## src/rtl/child_sched_pkg.sv

```systemverilog
// child_sched_pkg: shared state encoding and default sizing for the child round-robin scheduler
package child_sched_pkg;
  typedef enum logic [1:0] {IDLE, GRANT, GAP} sched_state_e;
  localparam int DEF_NUM_REQ = 5;
  localparam int DEF_MAX_HOLD = 16;
  localparam int DEF_CNT_W = 16;
endpackage

```

## src/rtl/rr_pick.sv

```systemverilog
// rr_pick: rotating priority encoder, first set req at ptr, ptr+1, ... wrapping
module rr_pick #(
  parameter int N = 5,
  localparam int IW = $clog2(N)
) (
  input  logic [N-1:0]  req,
  input  logic [IW-1:0] ptr,
  output logic [N-1:0]  pick,
  output logic [IW-1:0] pick_id
);
  int j;
  // scan from lowest priority up so the last hit is the winner
  always_comb begin
    pick = '0;
    pick_id = '0;
    j = 0;
    for (int i = N - 1; i >= 0; i--) begin
      j = int'(ptr) + i;
      j = j >= N ? j - N : j;
      if (req[IW'(j)]) begin
        pick = '0;
        pick[IW'(j)] = 1'b1;
        pick_id = IW'(j);
      end
    end
  end
endmodule

```

## src/rtl/child_rr_scheduler.sv

```systemverilog
// child_rr_scheduler: round-robin grant of one shared resource among child instances with bounded tenure
module child_rr_scheduler
  import child_sched_pkg::*;
#(
  parameter int NUM_REQ = DEF_NUM_REQ,
  parameter int MAX_HOLD = DEF_MAX_HOLD,
  parameter int CNT_W = DEF_CNT_W,
  localparam int IW = $clog2(NUM_REQ),
  localparam int HW = $clog2(MAX_HOLD + 1)
) (
  input  logic               clk,
  input  logic               rst,
  input  logic               enable,
  input  logic [NUM_REQ-1:0] req,
  input  logic [NUM_REQ-1:0] done,
  output logic [NUM_REQ-1:0] gnt,
  output logic               gnt_valid,
  output logic [IW-1:0]      gnt_id,
  output logic               timeout,
  output logic [IW-1:0]      timeout_id,
  output logic [CNT_W-1:0]   grant_cnt
);
  sched_state_e state;
  logic [IW-1:0] ptr;
  logic [HW-1:0] hold_cnt;
  logic [NUM_REQ-1:0] pick;
  logic [IW-1:0] pick_id;
  logic rel;
  logic [IW-1:0] nxt;

  rr_pick #(.N(NUM_REQ)) u_pick (.req(req), .ptr(ptr), .pick(pick), .pick_id(pick_id));

  // gnt is one-hot, so this is req[h]==0 || done[h]==1 for the holder only
  assign rel = |(gnt & (~req | done));
  assign nxt = gnt_id == IW'(NUM_REQ - 1) ? '0 : gnt_id + 1'b1;

  always_ff @(posedge clk or posedge rst) begin
    if (rst) begin
      state <= IDLE;
      ptr <= '0;
      hold_cnt <= '0;
      gnt <= '0;
      gnt_valid <= 1'b0;
      gnt_id <= '0;
      timeout <= 1'b0;
      timeout_id <= '0;
      grant_cnt <= '0;
    end else begin
      timeout <= 1'b0;
      case (state)
        IDLE: if (enable && |req) begin
          state <= GRANT;
          gnt <= pick;
          gnt_valid <= 1'b1;
          gnt_id <= pick_id;
          hold_cnt <= HW'(1);
          grant_cnt <= &grant_cnt ? grant_cnt : grant_cnt + CNT_W'(1);
        end
        GRANT: if (rel || hold_cnt == HW'(MAX_HOLD)) begin
          state <= GAP;
          gnt <= '0;
          gnt_valid <= 1'b0;
          gnt_id <= '0;
          hold_cnt <= '0;
          ptr <= nxt;
          timeout <= !rel;
          if (!rel) timeout_id <= gnt_id;
        end else hold_cnt <= hold_cnt + 1'b1;
        default: state <= IDLE;
      endcase
    end
  end
endmodule

```

## config.mk

```make
export PLATFORM = sky130hd
export DESIGN_NAME = child_rr_scheduler
export DESIGN_NICKNAME = d
export VERILOG_FILES = /design/src/rtl/child_sched_pkg.sv /design/src/rtl/rr_pick.sv /design/src/rtl/child_rr_scheduler.sv
export SDC_FILE = /design/constraint.sdc
export NUM_CORES = 1
export LEC_CHECK = 0
export ABC_CLOCK_PERIOD_IN_PS = 3900
export CAP_MARGIN = 20
export CORE_MARGIN = 2
export CORE_UTILIZATION = 56
export DETAILED_ROUTE_END_ITERATION = 12
export PLACE_DENSITY = 0.81
export SYNTH_ARGS = -nofsm -noshare
export SYNTH_HDL_FRONTEND = slang
export SYNTH_SLANG_ARGS = --single-unit
```

## constraint.sdc

```tcl
create_clock -name clk -period 3.9 [get_ports clk]
set_clock_uncertainty 0.15 [all_clocks]
set_input_delay 0.78 -clock clk [delete_from_list [all_inputs] [get_ports clk]]
set_output_delay 0.78 -clock clk [all_outputs]
set_load 0.01 [all_outputs]
```

# [Word level (Yosys, flattened, before mapping)]
# Cells that the tools add are included.
[totals] regBits=39 latchBits=0 mem_bits_rw=0 rom_bits=0 in_bits=13 elab_cells=123 mem_count=0
[op_classes] n_addsub=12 mul=0 div=0 magnitude_cmp=15 n_eq_ne=5 shift=0 mux=58 n_bitwise=5 reduce_logical=19
[ops] cell="5-bit two-way mux" count=9
[ops] cell="3-bit two-way mux" count=13
[ops] cell="3-bit by 5-bit less-than comparator with 1-bit output (second input constant)" count=5
[ops] cell="5-bit case mux with 2 select lines" count=2
[ops] cell="1-bit two-way mux" count=19
[ops] cell="16-bit by 1-bit adder with 16-bit output (second input constant)" count=1
[ops] cell="4-bit by 3-bit greater-or-equal comparator with 1-bit output (second input constant)" count=4
[ops] cell="16-bit AND reduction" count=1
[ops] cell="1-bit binary-select mux with 3-bit select" count=5
[ops] cell="1-bit demux with 3-bit select" count=5
[ops] cell="3-bit by 1-bit greater-or-equal comparator with 1-bit output (second input constant)" count=5
[ops] cell="3-bit subtractor (second input constant)" count=5
[ops] cell="5-bit OR reduction" count=2
[ops] cell="3-bit AND reduction" count=3
[ops] cell="3-bit by 2-bit adder with 4-bit output (second input constant)" count=2
[ops] cell="1-bit logical AND" count=6
[ops] cell="3-bit case mux with 2 select lines" count=1
[ops] cell="2-bit AND reduction" count=3
[ops] cell="5-bit by 1-bit adder with 5-bit output (second input constant)" count=1
[ops] cell="5-bit AND" count=1
[ops] cell="5-bit == test (second input constant)" count=1
[ops] cell="5-bit NOT" count=1
[ops] cell="5-bit bitwise OR" count=1
[ops] cell="3-bit by 1-bit adder with 4-bit output (second input constant)" count=1
[ops] cell="other kinds (14)" count=17

# [Logic depth before layout (Yosys ltp)]
[logic_depth] word_depth=14 depth_mapped=14 depth_no_buf=12

# [Hierarchy]
# From an unflattened synthesis, not the netlist that was laid out.
[unflattened] hier_cells=366 area_unflattened_um2=3330.7
[by_module_without_submodules] mod="child_rr_scheduler" instances=1 cells_each=157 area_per_inst_um2=1850.5 seq_area_each_um2=975.9
[by_module_without_submodules] mod="rr_pick" instances=1 cells_each=209 area_per_inst_um2=1480.2 seq_area_each_um2=0.0

# [Worst setup path after synthesis]
# No wires, ideal clock.
[synth_path] path_kind="reg2reg" startpoint="register ptr[0]" endpoint="register gnt[1]" setup_ps=95 arrival_ps=3021 required_time_ps=3655 path_slack_ps=634 path_stages_with_launch=14 n_path_buf=2 cell_sequence="dfrtp_1 -> buf_4 -> inv_1 -> ha_1 -> inv_1 -> fa_1 -> clkbuf_1 -> o21a_1 -> or3_1 -> a32oi_1 -> a31oi_1 -> a221o_1 -> nor2b_1 -> o31ai_1"
[synth_between] elab_chain_cells=14 elab_cells_between_ends=66 classes_between="add/sub (9); order compare (15); mux (37); reduce/logical (5)"
[synth_rtl] item="start, declared" line_no="child_rr_scheduler.sv:24" source="logic [IW-1:0] ptr;"
[synth_rtl] item="start signal, assigned" line_no="child_rr_scheduler.sv:65" source="ptr <= nxt;"
[synth_rtl] item="3-bit by 3-bit adder with 4-bit output" line_no="rr_pick.sv:18" source="j = int'(ptr) + i;"
[synth_rtl] item="4-bit by 3-bit greater-or-equal comparator with 1-bit output / 3-bit subtractor (equally long branches)" line_no="rr_pick.sv:19" source="j = j >= N ? j - N : j;"
[synth_rtl] item="3-bit two-way mux" line_no="rr_pick.sv:19"
[synth_rtl] item="3-bit by 5-bit less-than comparator with 1-bit output (implied by the code) / 3-bit by 1-bit greater-or-equal comparator with 1-bit output (equally long branches)" line_no="rr_pick.sv:22" source="pick[IW'(j)] = 1'b1;"
[synth_rtl] item="1-bit logical AND (implied by the code)" line_no="rr_pick.sv:22"
[synth_rtl] item="1-bit two-way mux (implied by the code)" line_no="rr_pick.sv:22"
[synth_rtl] item="1-bit demux with 3-bit select"
[synth_rtl] item="5-bit two-way mux (4 in a row)" line_no="rr_pick.sv:20" source="if (req[IW'(j)]) begin"
[synth_rtl] item="5-bit two-way mux (*)" line_no="rr_pick.sv:20"
[synth_rtl] item="5-bit two-way mux (*)" line_no="child_rr_scheduler.sv:51" source="IDLE: if (enable && |req) begin"
[synth_rtl] item="5-bit case mux with 2 select lines (*)" line_no="child_rr_scheduler.sv:50" source="case (state)"
[synth_rtl] item="end signal, assigned" line_no="child_rr_scheduler.sv:53" source="gnt <= pick;"
[synth_rtl] item="end, declared" line_no="child_rr_scheduler.sv:16" source="output logic [NUM_REQ-1:0] gnt,"
# Every way passes the cells marked *; elsewhere a longest branch is shown, timed or not. The select of a mux whose other input is x is not followed.
# A chain may end at the register's enable or synchronous reset.

# [Worst setup path in the final report]
# Ends and elaborated chain as after synthesis.

==> flow_metrics.py <==
metrics = {
    "sta": {
        "setup_viol": 0,
        "hold_viol": 0,
        "fin_ws_ns": 0.3949,
        "hold-worst-slack_ns": 0.3334,
        "rsz0062_at_grt": "false",
        "max_slew.worst_pin.slew_ns": 0.5903,
        "setup_tns_ns": 0,
        "period_needed_ns": 3.505,
        "maxSlewHeadroom_pct": 60.23,
        "finalCritPeriodShare_pct": 89.88,
        "fmax_mhz": 285.3,
        "maxSlewViolCount": 0,
    },
    "hold_path": {
        "min_path_cells": 2,
        "hp-class": "flip-flop to flip-flop",
    },
    "layout": {
        "design_area_mm2": 0.003736,
        "n_antenna_cell": 0,
        "fin_util_pct": 68.69,
        "final_cells": 484,
        "multi_input_area_mm2": 0.001999,
        "fill_cells": 428,
        "fin_nets": 439,
        "drive_above_1_share_pct": 8.010,
        "area_growth_pct": 19.54,
        "ff_latch_area_um2": 975.9,
    },
    "job": {
        "maxCapViolations": 0,
    },
    "cts": {
        "cts.reportedPaths.clkPinSlew_ns": 0.08,
        "clock_latency_ns": 0.30,
        "cts_setup_buffers": 0,
        "htree_levels": 2,
        "ctsResizeCount": 0,
        "clkSinkCount": 39,
        "cts_buffers": 5,
        "ctsHoldBuffers": 0,
        "clockBufferDepth": 2,
        "tritoncts": "built",
        "cts_root_buffer": "clkbuf_8",
    },
    "setup_path": {
        "crit_path_start": "ptr[0]$_DFFE_PP0P_",
        "crit_path_end": "gnt[1]$_DFFE_PP0P_",
        "reg2reg_to": "gnt[1]$_DFFE_PP0P_",
        "r2r_start": "ptr[0]$_DFFE_PP0P_",
        "cp_slowest_cell": "fa_1",
        "path_common_cell": "inv_1",
        "r2r_slack_ns": 0.39,
        "cp_data_arrival_time_ns": 3.57,
        "path_class": "flip-flop to flip-flop",
        "ff2ff_path_depth": 11,
        "startpoint_type": "flip-flop",
        "max_stage_delay_ns": 0.51,
        "critical_path.cell_chain": "inv_1 > ha_1 > inv_1 > fa_1 > nor3_1 > o21ai_0 > a32oi_1 > a31oi_1 > a221o_1 > nor2b_1 > o31ai_1",
        "required_ns": 3.96,
        "end_kind": "flip-flop",
        "cp_max_fo": 9,
    },
    "global_routing": {
        "overflow": 0,
        "antenna_found_initial": 0,
        "grt_pass1_wl_um": 13740,
        "grt_pass1_vias": 2838,
        "grt_usage_pct": 28.15,
        "grt_max_degree": 40,
    },
    "placement": {
        "pre_cts_ws_ns": 0.3485,
        "placedCellCount": 476,
        "port_buffers": 41,
        "place_area_mm2": 0.003618,
        "hpwl_um": 6291,
        "routabilityCongestion": 0.9457,
    },
    "run_status": {
        "status": "finished clean",
    },
    "route": {
        "wl_um": 8254,
        "via_per_inst": 6.279,
        "drt-pass1-iter-count": 5,
        "num_vias": 3039,
        "drtAntennaViolNets": 0,
        "drtIter0Drc": 178,
        "drc": 0,
        "wl_per_cell_um": 17.05,
    },
    "yosys": {
        "async_flop_share_pct": 100.0,
        "ys_warn_count": 0,
        "avgSynthCellArea_um2": 8.470,
        "synth_area_leaders": "dfrtp_1 (31%), ha_1 (5.6%), nand2_1 (5.2%), o21ai_0 (4.5%), xnor2_1 (3.6%)",
        "synth_top_cell_by_area": "dfrtp_1",
        "ys_seq_area_share_pct": 31.22,
        "synth_edf_count": 0,
        "synth_flop_cell": "dfrtp_1",
        "synth_cells": 369,
        "netlist_area_mm2": 0.003125,
        "synthDistinctLibCells": 67,
        "syn_nets": 397,
        "synth_seq_cells": 39,
        "synth_top_area_share_pct": 31.22,
    },
    "floorplan": {
        "die_h_um": 78.71,
        "die_w_um": 78.71,
        "core_mm2": 0.005439,
        "rows": 27,
        "start_util_pct": 57.46,
        "die-area_mm2": 0.006194,
        "pin_count": 42,
    },
    "pwr": {
        "power_density_mw_per_mm2": 946.4,
        "vdd_drop_max_uv": 760.4,
        "power_mw": 3.536,
        "power_leakage_nw": 1.642,
    },
}
## sequential cells by signal, indices dropped and copies added (netlist names)
| register | cells |
|---|---|
| gnt | 5 |
| gnt_id | 3 |
| gnt_valid | 1 |
| grant_cnt | 16 |
| hold_cnt | 5 |
| ptr | 3 |
| state | 2 |
| timeout | 1 |
| timeout_id | 3 |
## critical path, delay by kind of cell (launching register included)
| family | cells | cell delay [ns] |
|---|---|---|
| adders and majority gates | 2 | 0.72 |
| buffers and inverters | 2 | 0.25 |
| DFF | 1 | 0.39 |
| and+or+nand+nor | 2 | 0.55 |
| AOI/OAI and AO/OA | 5 | 1.36 |
## layer usage
layer / GRT usage [%] / routed length [um] / vias up
li1: - / - / 1424
met1: 36.20 / 3474 / 1452
met2: 47.18 / 3974 / 132
met3: 4.886 / 513 / 31
met4: 11.05 / 292 / 0
met5: 0 / 0 / -
## power breakdown
group          total (mW)  switching (mW)  leakage (nW)  internal, mW
clock               0.354           0.147        0.0612         0.207
sequential          0.603           0.112         0.510         0.491
combinational        2.58            1.55          1.07          1.03
total                3.54            1.81          1.64          1.73
## worst min-delay path by stage
stage                         startpoint                         to  slack, ns
3_5_place_dp   timeout_id[1]$_DFFE_PP0P_  timeout_id[1]$_DFFE_PP0P_       0.32
3_3_place_gp   timeout_id[0]$_DFFE_PP0P_  timeout_id[0]$_DFFE_PP0P_       0.32
2_1_floorplan    hold_cnt[4]$_DFFE_PP0P_    hold_cnt[4]$_DFFE_PP0P_       0.34
6_report       timeout_id[1]$_DFFE_PP0P_  timeout_id[1]$_DFFE_PP0P_       0.33
5_1_grt         grant_cnt[9]$_DFFE_PP0P_   grant_cnt[9]$_DFFE_PP0P_       0.37
4_1_cts        timeout_id[1]$_DFFE_PP0P_  timeout_id[1]$_DFFE_PP0P_       0.34
## placed cells by master, fill, tap and decap left out, drive strengths merged, types with 9 or more instances in the layout
| cell | count |
|---|---|
| nand2 | 43 |
| clkdlybuf4s50 | 41 |
| dfrtp | 39 |
| o21ai | 32 |
| nor2 | 21 |
| inv | 20 |
| nand2b | 16 |
| ha | 14 |
| xnor2 | 14 |
| nand3 | 13 |
| a21oi | 13 |
| a22oi | 9 |
| nor3 | 9 |
| mux2i | 9 |
| buf | 9 |
## Yosys cell counts, types with 3 or more instances
| cell type | count |
|---|---|
| nand2b_1 | 16 |
| nor2b_1 | 6 |
| a22oi_1 | 9 |
| or4_1 | 3 |
| a21oi_1 | 12 |
| xnor2_1 | 13 |
| xor2_1 | 6 |
| or3_1 | 3 |
| o21ai_0 | 28 |
| nor3_1 | 9 |
| nand3_1 | 13 |
| a21o_1 | 5 |
| buf_2 | 6 |
| nand2_1 | 43 |
| o211ai_1 | 4 |
| a31oi_1 | 3 |
| dfrtp_1 | 39 |
| mux2_2 | 3 |
| and3_1 | 4 |
| o21ai_1 | 4 |
| o21a_1 | 3 |
| nand4_1 | 6 |
| clkbuf_1 | 6 |
| o31ai_1 | 3 |
| mux2i_1 | 9 |
| ha_1 | 14 |
| inv_1 | 20 |
| a211oi_1 | 4 |
| nor2_1 | 21 |
## final cells by class
cell class	instances	share of cell area, %
multi-input combinational	295	53.52
sequential	39	26.12
timing repair buffer	50	12.79
tap	72	2.411
clock buffer	6	2.210
inverter	20	2.009
clock inverter	2	0.9377
## kinds of logic after synthesis
group / after synthesis / share of synthesized area (%)
compound gates: 106 / 24.22
xor+xnor: 20 / 5.845
fa+ha+maj: 15 / 6.245
buf+inv: 35 / 4.804
flops: 39 / 31.23
mux: 12 / 3.963
simple gates: 142 / 23.70
Note: power is estimated with default switching activity, not from simulation.
